$ cat src/rtl/framebuffer_swap_ctrl.sv
`default_nettype none
// ============================================================================
// Module      : framebuffer_swap_ctrl
// Description : Double-buffer manager for the LED panel frame store. Owns
//               memory port B. The frame writer reaches the back bank through
//               port B. On commit, the banks swap at the display driver's
//               safe_flip pulse. The new front bank can then be copied into
//               the new back bank, so the writer can make incremental updates.
// Revision    : 1.0 - initial release
// ============================================================================
module framebuffer_swap_ctrl #(
    parameter int ADDR_WIDTH   = 8,
    parameter int DATA_WIDTH   = 24,
    parameter bit COPY_ON_FLIP = 1'b1
) (
    input  logic                  clk,
    input  logic                  rst,
    input  logic                  safe_flip,
    output logic                  front_sel,
    output logic                  wr_ready,
    input  logic                  wr_en,
    input  logic [ADDR_WIDTH-1:0] wr_addr,
    input  logic [DATA_WIDTH-1:0] wr_data,
    input  logic                  wr_commit,
    output logic                  flipped,
    output logic                  busy,
    output logic [ADDR_WIDTH:0]   pb_addr,
    output logic                  pb_we,
    output logic [DATA_WIDTH-1:0] pb_wdata,
    input  logic [DATA_WIDTH-1:0] pb_rdata
);

    typedef enum logic [1:0] {
        ST_OPEN    = 2'd0,
        ST_PENDING = 2'd1,
        ST_COPY_RD = 2'd2,
        ST_COPY_WR = 2'd3
    } state_t;

    state_t                r_state;
    state_t                w_next_state;
    logic                  r_front_sel;
    logic                  r_flipped;
    logic [ADDR_WIDTH-1:0] r_cnt;
    logic                  w_cnt_last;
    logic                  w_wr_ready;
    logic [ADDR_WIDTH:0]   w_pb_addr;
    logic                  w_pb_we;
    logic [DATA_WIDTH-1:0] w_pb_wdata;

    assign w_cnt_last = &r_cnt;

    // State, bank select, flip pulse and copy counter registers
    always_ff @(posedge clk) begin
        if (rst) begin
            r_state     <= ST_OPEN;
            r_front_sel <= 1'b0;
            r_flipped   <= 1'b0;
            r_cnt       <= '0;
        end else begin
            r_state   <= w_next_state;
            r_flipped <= 1'b0;
            if (r_state == ST_PENDING && safe_flip) begin
                r_front_sel <= ~r_front_sel;
                r_flipped   <= 1'b1;
            end
            // The counter wraps to zero after the last word, ready for the next copy
            if (r_state == ST_COPY_WR) begin
                r_cnt <= r_cnt + 1'b1;
            end
        end
    end

    // Next-state logic and port B multiplexing
    always_comb begin
        w_next_state = r_state;
        w_wr_ready   = 1'b0;
        w_pb_addr    = '0;
        w_pb_we      = 1'b0;
        w_pb_wdata   = '0;
        case (r_state)
            ST_OPEN: begin
                // The writer drives port B directly into the back bank
                w_wr_ready = 1'b1;
                w_pb_addr  = {~r_front_sel, wr_addr};
                w_pb_we    = wr_en;
                w_pb_wdata = wr_data;
                if (wr_commit) begin
                    w_next_state = ST_PENDING;
                end
            end
            ST_PENDING: begin
                if (safe_flip) begin
                    if (COPY_ON_FLIP) begin
                        w_next_state = ST_COPY_RD;
                    end else begin
                        w_next_state = ST_OPEN;
                    end
                end
            end
            ST_COPY_RD: begin
                w_pb_addr    = {r_front_sel, r_cnt};
                w_next_state = ST_COPY_WR;
            end
            ST_COPY_WR: begin
                // Read data for word n arrives one cycle after the COPY_RD address
                w_pb_addr  = {~r_front_sel, r_cnt};
                w_pb_we    = 1'b1;
                w_pb_wdata = pb_rdata;
                if (w_cnt_last) begin
                    w_next_state = ST_OPEN;
                end else begin
                    w_next_state = ST_COPY_RD;
                end
            end
            default: begin
                w_next_state = ST_OPEN;
            end
        endcase
    end

    // While reset is held, present the idle values even if a copy was running
    always_comb begin
        if (rst) begin
            wr_ready = 1'b1;
            busy     = 1'b0;
            pb_addr  = '0;
            pb_we    = 1'b0;
            pb_wdata = '0;
        end else begin
            wr_ready = w_wr_ready;
            busy     = (r_state != ST_OPEN);
            pb_addr  = w_pb_addr;
            pb_we    = w_pb_we;
            pb_wdata = w_pb_wdata;
        end
    end

    assign front_sel = r_front_sel;
    assign flipped   = r_flipped;

endmodule
`default_nettype wire

$ cat config.mk
export PLATFORM = sky130hd
export DESIGN_NAME = framebuffer_swap_ctrl
export DESIGN_NICKNAME = d
export VERILOG_FILES = /design/src/rtl/framebuffer_swap_ctrl.sv
export SDC_FILE = /design/constraint.sdc
export NUM_CORES = 1
export LEC_CHECK = 0
export BUFFER_PORTS_ARGS = -buffer_cell sky130_fd_sc_hd__clkbuf_2
export CAP_MARGIN = 0
export CORE_ASPECT_RATIO = 0.7
export CORE_UTILIZATION = 36
export CTS_CLUSTER_DIAMETER = 50
export CTS_CLUSTER_SIZE = 24
export DETAILED_ROUTE_END_ITERATION = 10
export PLACE_DENSITY = 0.88
export SLEW_MARGIN = 20
export SYNTH_ARGS = -nofsm -noshare
export SYNTH_HDL_FRONTEND = slang
export SYNTH_SLANG_ARGS = --single-unit
$ cat constraint.sdc
create_clock -name clk -period 2.04 [get_ports clk]
set_input_delay 0.102 -clock clk [delete_from_list [all_inputs] [get_ports clk]]
set_output_delay 0.102 -clock clk [all_outputs]
set_load 0.01 [all_outputs]
==> out/qor.csv <==
stage,metric,value,unit
global_routing,total gr overflow,0,
global_routing,met3 GRT Util,0.0704,
timing,slew of the pin with the lowest slew margin,0.401,ns
timing,Final setup viols,0,
logic_synthesis,"top cells by count, synth","nor2_1 (42), a22oi_1 (32), dfxtp_1 (12)",
placed_design,HPWL Detailed,2.65,mm
detailed_routing,Routed wire per std cell,12.4,um
clocking,clk sinks,12,
detailed_routing,post-route antenna net violation count,0,
logic_synthesis,Syn Area/Cell,6.94,um2
timing,Final period util,0.924,
hold_path,hold path start,safe_flip,
placed_design,Placer Congestion,0.867,
logic_synthesis,yosys warns,0,
critical_path,"critical path, cell by cell",ha_1 > or2_2 > a22oi_1 > nor2_1 > clkbuf_2,
clocking,number of buffers created by CTS,3,
cells_and_area,Area Overhead vs Synth,54.3,%
logic_synthesis,Gate Count Post-Synth,149,
clocking,Worst-path clk slew,0.05,ns
timing,final worst slack,0.155,ns
critical_path,crit path launch type,register,
logic_synthesis,number of synthesized flops with an enable pin,0,
logic_synthesis,flop and latch count out of synthesis,12,
critical_path,Worst Path Arrival,1.78,ns
timing,unrepaired setup endpoints after global routing,no,
clocking,clk_lat worst skew,0.24,ns
status,status,"complete, no violations",
clocking,CTS H-tree depth,1,
global_routing,first-pass GRT wire length,4.86,mm
timing,Setup Skew,0.00109,ns
critical_path,Critical Path Start,r_state[0]$_SDFFE_PP0P_,
pwr,Max IR drop VDD,0.000419,V
cells_and_area,"Net count, final",309,
global_routing,gr usage total,0.204,
global_routing,initial antenna violation count,0,
detailed_routing,DR iter-0 viols,56,
floorplanning,Cell Rows,15,
floorplanning,die area,3100,um2
logic_synthesis,async set or reset register ratio after synthesis,0,
global_routing,busiest grt layer,met2,
timing,setup TNS,0,ns
logic_synthesis,"count leader, synth",nor2_1,
detailed_routing,vias,1448,
floorplanning,die width,66.1,um
placed_design,Setup WS pre-CTS,0.350,ns
timing,fin crit period,1.89,ns
global_routing,met2 GRT Util,0.349,
clocking,Post-CTS Setup Repair Bufs,0,
logic_synthesis,sequential element share of the synthesized area,0.232,
detailed_routing,drt first pass iters,4,
logic_synthesis,largest cells by area after synthesis,"dfxtp_1 (23%), a22oi_1 (23%), nor2_1 (15%)",
logic_synthesis,Mapped Nets,216,
detailed_routing,final WL,3.41,mm
placed_design,PortBufs,98,
timing,"Slew Viols, Final",0,
floorplanning,Die Height,46.9,um
logic_synthesis,Synth top area share,0.232,
detailed_routing,DR vias/cell,5.27,
critical_path,critical path required time,1.94,ns
timing,Fmax,530,MHz
global_routing,largest net degree at the start of global routing,26,
global_routing,M1 GR Usage,0.254,
critical_path,maximum fanout along the worst path,9,
pwr,Cell Pwr Density,1050,nW/um2
hold_path,Hold WC Path Type,input port to register,
clocking,TritonCTS clock tree,done,
critical_path,Setup Crit Path Kind,register to primary output,
cells_and_area,# diodes,0,
logic_synthesis,synth unique cells,26,
global_routing,vias in the first global route,1130,
critical_path,"Largest stage delay, worst path",0.43,ns
floorplanning,I/O pin cnt,99,
logic_synthesis,mapped cell area,1030,um2
cells_and_area,share of post-route cells with drive strength above 1,0.461,
floorplanning,Initial Util,0.400,
critical_path,slowest library cell on the worst path,or2_2,
timing,Slew Limit Headroom,0.733,
pwr,Leakage,0.860,nW
clocking,Root Driver,clkbuf_8,
detailed_routing,number of remaining DRC errors,0,
pwr,Tot Pwr,1.68,mW
clocking,maximum clock path buffer count,2,
timing,endpoints failing hold,0,
logic_synthesis,"Top FF cell, synth",dfxtp_1,
critical_path,Worst Setup End Kind,primary output,
floorplanning,Core ar.,2590,um2
critical_path,worst r2r src,r_state[0]$_SDFFE_PP0P_,
logic_synthesis,Yosys top cell by area,dfxtp_1,
run,max cap viols,0,
cells by family after synthesis:
group,Yosys count,share of synthesized area
AND/OR/NAND/NOR,64,0.278
XOR/XNOR,5,0.0423
flip-flops,12,0.232
multiplexers,1,0.00967
adder cells (fa/ha/maj),6,0.0725
AO/OA/AOI/OAI,44,0.297
buffers and inverters,17,0.0677
final timing paths:
kind	to	slack [ns]	cells past startpoint
hold reg to reg	r_cnt[7]$_SDFFE_PP0N_	0.52	2
setup reg to reg	r_cnt[5]$_SDFFE_PP0N_	0.34	4
hold / removal	flipped$_SDFF_PP0_	0.12	3
setup / recovery	pb_addr[0]	0.15	5
worst max-delay path: cells and delay by family, from the launching register on:
| family | cells | cell delay, ns |
|---|---|---|
| and+or+nand+nor | 2 | 0.49 |
| buffers and inverters | 1 | 0.12 |
| AOI/OAI and AO/OA | 1 | 0.19 |
| adders and majority gates | 1 | 0.37 |
| DFF | 1 | 0.36 |
sequential cells by signal, summed over array words and instances (netlist names):
register / cells
r_cnt: 8
front_sel: 1
flipped: 1
r_state: 2
where the power goes:
part           total, mW  switching [mW]  internal (mW)
Combinational       1.12           0.649          0.470
Clock              0.263          0.0926          0.171
Sequential         0.298          0.0349          0.263
Total               1.68           0.776          0.904
routing by layer:
metal	share of wire	routed length (um)
met4	0.0067	23
met2	0.49	1660
met3	0.080	273
met5	0	0
met1	0.43	1450
final cells by class:
class / count / area [um2]
Multi-Input combinational cell: 120 / 727
Sequential cell: 12 / 240
Tap cell: 34 / 42.5
Inverter: 3 / 11.3
Clock buffer: 4 / 55.1
Timing Repair Buffer: 102 / 520
Fill cell: 247 / 993
stage by stage:
stage / area (um2) / util / hold WS [ns] / cells
after global placement: 1540 / 0.594 / 0.370 / 271
after global routing: 1600 / 0.616 / 0.167 / 275
after floorplan: 1030 / - / 0.174 / 149
after detailed placement: 1540 / 0.594 / 0.377 / 271
final: 1600 / 0.616 / 0.124 / 275
after CTS: 1590 / 0.615 / 0.119 / 275
cells in the final DEF (no fill, tap or decap), drive strengths merged:
master,n
a21oi,5
a22oi,32
a311oi,1
a31oi,1
and2,1
buf,4
clkbuf,102
dfxtp,12
ha,6
inv,3
mux2i,1
nand2,3
nand2b,2
nand3,3
nand4,3
nor2,42
nor2b,1
nor3,2
o21a,1
o21ai,4
or2,4
or3,3
xnor2,1
xor2,4
repair_timing:
| item | in CTS | in global routing |
|---|---|---|
| setup endpoints to repair | 0 | 19 |
| resized for setup | 0 | 1 |
| hold buffers | 0 | 0 |
(Power assumes the default switching activity.)
